**config.mk**
```make
export PLATFORM = sky130hd
export DESIGN_NAME = regfile_debug_arbiter
export DESIGN_NICKNAME = d
export VERILOG_FILES = /design/src/rtl/regfile_dbg_pkg.sv /design/src/rtl/stall_settle_counter.sv /design/src/rtl/regfile_debug_arbiter.sv
export SDC_FILE = /design/constraint.sdc
export NUM_CORES = 1
export LEC_CHECK = 0
export ABC_AREA = 1
export CORE_ASPECT_RATIO = 0.8
export CORE_UTILIZATION = 30
export CTS_BUF_LIST = sky130_fd_sc_hd__clkbuf_8 sky130_fd_sc_hd__clkbuf_16
export DETAILED_ROUTE_END_ITERATION = 12
export GPL_TIMING_DRIVEN = 0
export PLACE_DENSITY_LB_ADDON = 0.1
export SETUP_SLACK_MARGIN = 0.1
export SLEW_MARGIN = 15
export SYNTH_ARGS = -nofsm -noshare
export SYNTH_HDL_FRONTEND = slang
export SYNTH_HIERARCHICAL = 1
export SYNTH_SLANG_ARGS = --single-unit
```
**constraint.sdc**
```tcl
create_clock -name CLK -period 2.25 [get_ports CLK]
set_input_delay 0.675 -clock CLK [delete_from_list [all_inputs] [get_ports CLK]]
set_output_delay 0.675 -clock CLK [all_outputs]
set_load 0.02 [all_outputs]
```
**src/rtl/regfile_dbg_pkg.sv**
```systemverilog
// Shared definitions for the register-file debug arbiter: FSM encoding,
// default parameter values and the settle-counter load helper.
package regfile_dbg_pkg;

  typedef enum logic [1:0] {
    ST_IDLE   = 2'd0,
    ST_STALL  = 2'd1,
    ST_ACCESS = 2'd2,
    ST_RESP   = 2'd3
  } dbg_state_e;

  localparam int unsigned SETTLE_DEFAULT = 32'd1;
  localparam int unsigned DATA_W_DEFAULT = 32'd32;
  localparam int unsigned ADDR_W_DEFAULT = 32'd5;
  localparam int unsigned CNT_W          = 32'd3;

  // The counter counts down to zero, so SETTLE stall cycles need SETTLE-1 loaded.
  function automatic logic [CNT_W-1:0] settle_load(input int unsigned settle);
    return CNT_W'(settle - 32'd1);
  endfunction

endpackage

```
**src/rtl/stall_settle_counter.sv**
```systemverilog
// Down-counter that times the core-stall settle window before a debug access.
module stall_settle_counter
  import regfile_dbg_pkg::*;
(
  input  logic             CLK,
  input  logic             reset,
  input  logic             load,
  input  logic [CNT_W-1:0] load_val,
  input  logic             dec,
  output logic             zero
);

  logic [CNT_W-1:0] cnt_q;
  logic [CNT_W-1:0] cnt_d;

  // Load has priority; decrement saturates at zero.
  always_comb begin
    cnt_d = cnt_q;
    if (load) begin
      cnt_d = load_val;
    end else if (dec && (cnt_q != {CNT_W{1'b0}})) begin
      cnt_d = cnt_q - CNT_W'(1);
    end else begin
      cnt_d = cnt_q;
    end
  end

  always_ff @(posedge CLK) begin
    if (!reset) begin
      cnt_q <= {CNT_W{1'b0}};
    end else begin
      cnt_q <= cnt_d;
    end
  end

  assign zero = (cnt_q == {CNT_W{1'b0}});

endmodule

```
**src/rtl/regfile_debug_arbiter.sv**
```systemverilog
// Steals the register-file ports from the core for one debug read or write,
// stalling the core for a settle window first and handing the ports back after.
module regfile_debug_arbiter
  import regfile_dbg_pkg::*;
#(
  parameter int unsigned SETTLE = SETTLE_DEFAULT,
  parameter int unsigned DATA_W = DATA_W_DEFAULT,
  parameter int unsigned ADDR_W = ADDR_W_DEFAULT
) (
  input  logic              CLK,
  input  logic              reset,
  input  logic [ADDR_W-1:0] core_A1,
  input  logic [ADDR_W-1:0] core_A3,
  input  logic [DATA_W-1:0] core_WD3,
  input  logic              core_WE3,
  output logic              core_stall,
  output logic [ADDR_W-1:0] rf_A1,
  output logic [ADDR_W-1:0] rf_A3,
  output logic [DATA_W-1:0] rf_WD3,
  output logic              rf_WE3,
  input  logic [DATA_W-1:0] rf_RD1,
  input  logic              dbg_valid,
  input  logic              dbg_wr,
  input  logic [ADDR_W-1:0] dbg_addr,
  input  logic [DATA_W-1:0] dbg_wdata,
  output logic              dbg_ready,
  output logic              dbg_rvalid,
  output logic [DATA_W-1:0] dbg_rdata
);

  dbg_state_e        state_q;
  dbg_state_e        state_d;
  logic [DATA_W-1:0] rdata_q;
  logic [DATA_W-1:0] rdata_d;
  logic              rvalid_q;
  logic              rvalid_d;
  logic              cnt_load;
  logic              cnt_dec;
  logic              cnt_zero;
  logic              in_access;

  stall_settle_counter u_settle (
    .CLK      (CLK),
    .reset    (reset),
    .load     (cnt_load),
    .load_val (settle_load(SETTLE)),
    .dec      (cnt_dec),
    .zero     (cnt_zero)
  );

  // A dropped request during the settle window abandons it without touching the file.
  always_comb begin
    state_d  = state_q;
    cnt_load = 1'b0;
    cnt_dec  = 1'b0;
    case (state_q)
      ST_IDLE: begin
        if (dbg_valid) begin
          state_d  = ST_STALL;
          cnt_load = 1'b1;
        end else begin
          state_d = ST_IDLE;
        end
      end
      ST_STALL: begin
        if (!dbg_valid) begin
          state_d = ST_IDLE;
        end else if (cnt_zero) begin
          state_d = ST_ACCESS;
        end else begin
          state_d = ST_STALL;
          cnt_dec = 1'b1;
        end
      end
      ST_ACCESS: state_d = ST_RESP;
      ST_RESP:   state_d = ST_IDLE;
      default:   state_d = ST_IDLE;
    endcase
  end

  // Gating with reset keeps a debug write from landing on the aborting edge.
  assign in_access  = (state_q == ST_ACCESS) && reset;
  assign core_stall = (state_q == ST_STALL) || (state_q == ST_ACCESS);
  assign dbg_ready  = in_access;

  always_comb begin
    rf_A1  = core_A1;
    rf_A3  = core_A3;
    rf_WD3 = core_WD3;
    rf_WE3 = core_WE3;
    if (state_q == ST_ACCESS) begin
      rf_A1  = dbg_addr;
      rf_A3  = dbg_addr;
      rf_WD3 = dbg_wdata;
      rf_WE3 = in_access && dbg_wr && (dbg_addr != {ADDR_W{1'b0}});
    end else begin
      rf_A1  = core_A1;
      rf_A3  = core_A3;
      rf_WD3 = core_WD3;
      rf_WE3 = core_WE3;
    end
  end

  always_comb begin
    rdata_d  = rdata_q;
    rvalid_d = (state_q == ST_ACCESS);
    if ((state_q == ST_ACCESS) && !dbg_wr) begin
      rdata_d = rf_RD1;
    end else begin
      rdata_d = rdata_q;
    end
  end

  always_ff @(posedge CLK) begin
    if (!reset) begin
      state_q  <= ST_IDLE;
      rdata_q  <= {DATA_W{1'b0}};
      rvalid_q <= 1'b0;
    end else begin
      state_q  <= state_d;
      rdata_q  <= rdata_d;
      rvalid_q <= rvalid_d;
    end
  end

  assign dbg_rvalid = rvalid_q;
  assign dbg_rdata  = rdata_q;

endmodule
```
After elaboration in Yosys (flattened, before gate mapping)
Cells that the tools add are included.
Storage, ports and cells
  register bits after elaboration: 38
  output and inout port bits: 78
  logic and storage cells: 34
Operators by class
  reduce and logical (&&, ||, !) cells: 12
  bitwise logic cells: 1
  equal/unequal tests: 3
  add/sub/neg operators: 1
  mux-type cells: 13
Operators with widths (number)
  $mux 32: 1
  $mux 5: 2
  $pmux 2 s4: 1
  $mux 1: 7
  $logic_and 1x1->1: 5
  $reduce_bool 5->1: 1
  $eq 2x2->1 const B: 2
  $mux 2: 2
  $logic_not 3->1: 1
  $reduce_bool 3->1: 1
  $sub 3x1->3 const B: 1
  $eq 2x1->1 const B: 1
  $logic_not 2->1: 1
  $reduce_or 2->1: 1
  $logic_not 1->1: 1
  $logic_or 1x1->1: 1
  $not 1->1: 1

Longest topological paths before layout
  word-level depth: 5
  gate-level depth with buffers: 10
  mapped depth without buffers: 10

Modules after synthesis
Netlist, hierarchy kept.
By module, submodules not included
  regfile_debug_arbiter: cells each 304, area each 1815.5 sq um, seq. area each 700.7 sq um, times used 1
  stall_settle_counter: cells each 33, area each 197.7 sq um, seq. area each 60.1 sq um, times used 1

Worst setup path before layout
Ideal clock, no wire load.
  path type: reg2out
  start: register state_q[0]
  end: output rf_A1[0]
  setup slack: 318 ps
  data arrival time: 1257 ps
  cell stages (with the launch flop): 7
  buffers on the path: 1
  path through: dfxtp_1 > inv_1 > ha_1 > inv_2 > clkbuf_1 > nand2_1 > nand2_1
On the way
  longest elaborated chain between the ends: 2
Ends and longest elaborated chain
  start: declaration: line regfile_debug_arbiter.sv:31  | dbg_state_e state_q;
  start signal: assignment: line regfile_debug_arbiter.sv:120  | state_q <= state_d;
  $eq 2x2->1
  net rvalid_d: line regfile_debug_arbiter.sv:36  | logic rvalid_d;
  $mux 5: line regfile_debug_arbiter.sv:91  | if (state_q == ST_ACCESS) begin
  end: declaration: line regfile_debug_arbiter.sv:17  | output logic [ADDR_W-1:0] rf_A1,
The timed path passes the listed nets, and every way through them passes these cells.

Worst setup path after layout
  start: input dbg_wdata[4]
  end: output rf_WD3[4]
On the way
  longest elaborated chain between the ends: 1
Ends and longest elaborated chain
  start: declaration: line regfile_debug_arbiter.sv:25  | input logic [DATA_W-1:0] dbg_wdata,
  $mux 32: line regfile_debug_arbiter.sv:91
  end: declaration: line regfile_debug_arbiter.sv:19  | output logic [DATA_W-1:0] rf_WD3,
Every way passes these cells.

==> results.cfg <==
[sta]
fmax_mhz = 470
finalSetupViolations = 0
rsz0062_at_grt = true
hold_viol = 0
tns_ns = 0
fin_crit_ns = 2.13
skew_ns = 0.00319
slew_violations = 0
post-route-period-util = 0.946

[place]
placedInstanceArea_sq_um = 4060
place_hpwl_um = 6400
portBuffers = 193
gp_congestion = 0.802

[floorplan]
die_x_um = 93.6
die_h_um = 75.3
num_rows = 26
dieArea_sq_um = 7040
core_area_sq_um = 6440
initial_core_util = 0.313
ios = 194

[global_route]
grt.overflow.total = 0
grt_pass1_wl_um = 12200
grt_pass1_vias = 2519
grt_max_degree = 13
antenna_found_initial = 0
grtUsageTotal = 0.226

[setup_path]
worstSetupPathType = in -> out
worstPathRequired_ns = 1.57
crit_start = dbg_wdata[4]
critical_path_arrival_ns = 1.45
r2r-start = u_settle/cnt_q[0]
worstSetupStartpointType = input port
critical_path.max_fanout = 1
r2r_cells = 10
worstSetupEndpointType = output port

[clock_network]
cts_buffers = 5
cts_sinks = 38
htreeDepth = 2
cts.path.max_buffers = 2
clock_latency_ns = 0.28
clockRootBuffer = clkbuf_8
path_clk_slew_ns = 0.07
cts_tree = yes

[synth]
ys_types = 16
synth_warnings = 6
synth_area_leaders = dfxtp_1, nand2_1, nor2_1
syn_inst = 337
synth_area_per_cell_sq_um = 5.97
yosysTopAreaCell = dfxtp_1
syn_area_sq_um = 2010
seq_area_frac_synth = 0.378
synth_seq_cells = 38
synth_top_cell_area_share = 0.378

[finish]
drive_above_1_share = 0.154
layout_common_cells = clkdlybuf4s50_1, nand2_1, nor2_1
final_net_count = 668
nFillCells = 600
multi_input_area_sq_um = 1130
syn_to_final_growth_pct = 108
final_cell_area_sq_um = 4190
ff_latch_area_sq_um = 762
diodes = 0
final_common_cell = clkdlybuf4s50_1

[routing]
vias_per_cell = 4.36
wl_per_cell_um = 12.8
drt-total-wl_um = 8060
drtIter0Drc = 81
dr.pass1.iters = 4
vias = 2750
ant_nets = 0
drcViolationCount = 0

[pwr]
swShare = 0.336
p_int_mw = 1.80
p_leak_nw = 1.98
powerDensity_nw_per_um2 = 648
power.switching_uw = 911
p_seq_frac = 0.285
irDropWorstVdd_mv = 0.367
p_comb_frac = 0.453
clkPwrFrac = 0.261

[min_path]
min_path_cells = 2
hold_path.class = reg -> reg
hp-start = dbg_rdata[9]

[status]
status = finished, final reports clean

[run]
max_cap_violations = 0
## layer usage
metal	up-vias	routed length [um]	global-route usage
met3	16	646	0.0687
met1	1191	3290	0.256
met5	-	0	0
met4	0	165	0.0752
li1	1444	-	-
met2	99	3960	0.411
## flip-flops by register name, indices dropped and copies added (netlist names), named ones only
signal / cells
state_q: 1
u_settle/cnt_q: 3
dbg_rdata: 32
dbg_rvalid: 1
## cells by family after synthesis
| group | after synthesis | share of synthesized area |
|---|---|---|
| and+or+nand+nor | 220 | 0.418 |
| DFF | 38 | 0.378 |
| AOI/OAI and AO/OA | 36 | 0.0895 |
| buffers and inverters | 36 | 0.0758 |
| adders and majority gates | 6 | 0.0373 |
| other | 1 | 0.00186 |
## power groups by stage
stage	Combinational (mW)	Sequential [mW]	Clock, mW
after floorplan	0.540	0.843	0
after global placement	1.22	0.784	0
after detailed placement	1.23	0.786	0
after CTS	1.18	0.774	0.736
after global routing	1.35	0.782	0.764
final	1.23	0.774	0.710
## synth_stat cells (all sizes together)
cell,number
nor2,74
dfxtp,38
buf,6
nand3b,1
ha,6
a21oi,1
o21ai,35
conb,1
nand3,5
nand2,140
clkbuf,11
inv,19
## worst max-delay path: stages
cell             delay, ns
clkdlybuf4s50_1       0.48
nand2_1               0.07
nand2_1               0.07
buf_2                 0.16
## final timing paths
kind	endpoint	slack, ns
min reg2reg	dbg_rdata[9]	0.48
max	rf_WD3[4]	0.12
min	dbg_rdata[9]	0.48
max reg2reg	u_settle/cnt_q[2]	0.69
## final cells by class
type                       instances  area share
buffer                            17      0.0338
tap                               84      0.0251
clock buffer                       6      0.0197
clock inverter                     2      0.0143
sequential                        38       0.182
inverter                          19      0.0182
multi-input combinational        265       0.271
timing repair buffer             200       0.436
## through the flow
step | hold slack (ns) | instances | setup slack (ns) | power, mW | util
detailed placement | 0.473 | 616 | -0.809 | 2.02 | 0.630
global route | 0.511 | 631 | 0.0675 | 2.89 | 0.650
global placement | 0.461 | 616 | -0.809 | 2.00 | 0.630
floorplan | 0.480 | 339 | 0.318 | 1.38 | -
finish | 0.484 | 631 | 0.121 | 2.71 | 0.650
CTS | 0.490 | 628 | 0.0522 | 2.69 | 0.640
## what timing repair did
item / 4_1_cts / 5_1_grt
setup endpoints to repair: 45 / 33
gates resized for setup: 208 / 35
hold buffers: 0 / 0
pin swaps: 4 / 2
setup buffers: 4 / 3
Note: power is estimated with default switching activity, not from simulation.
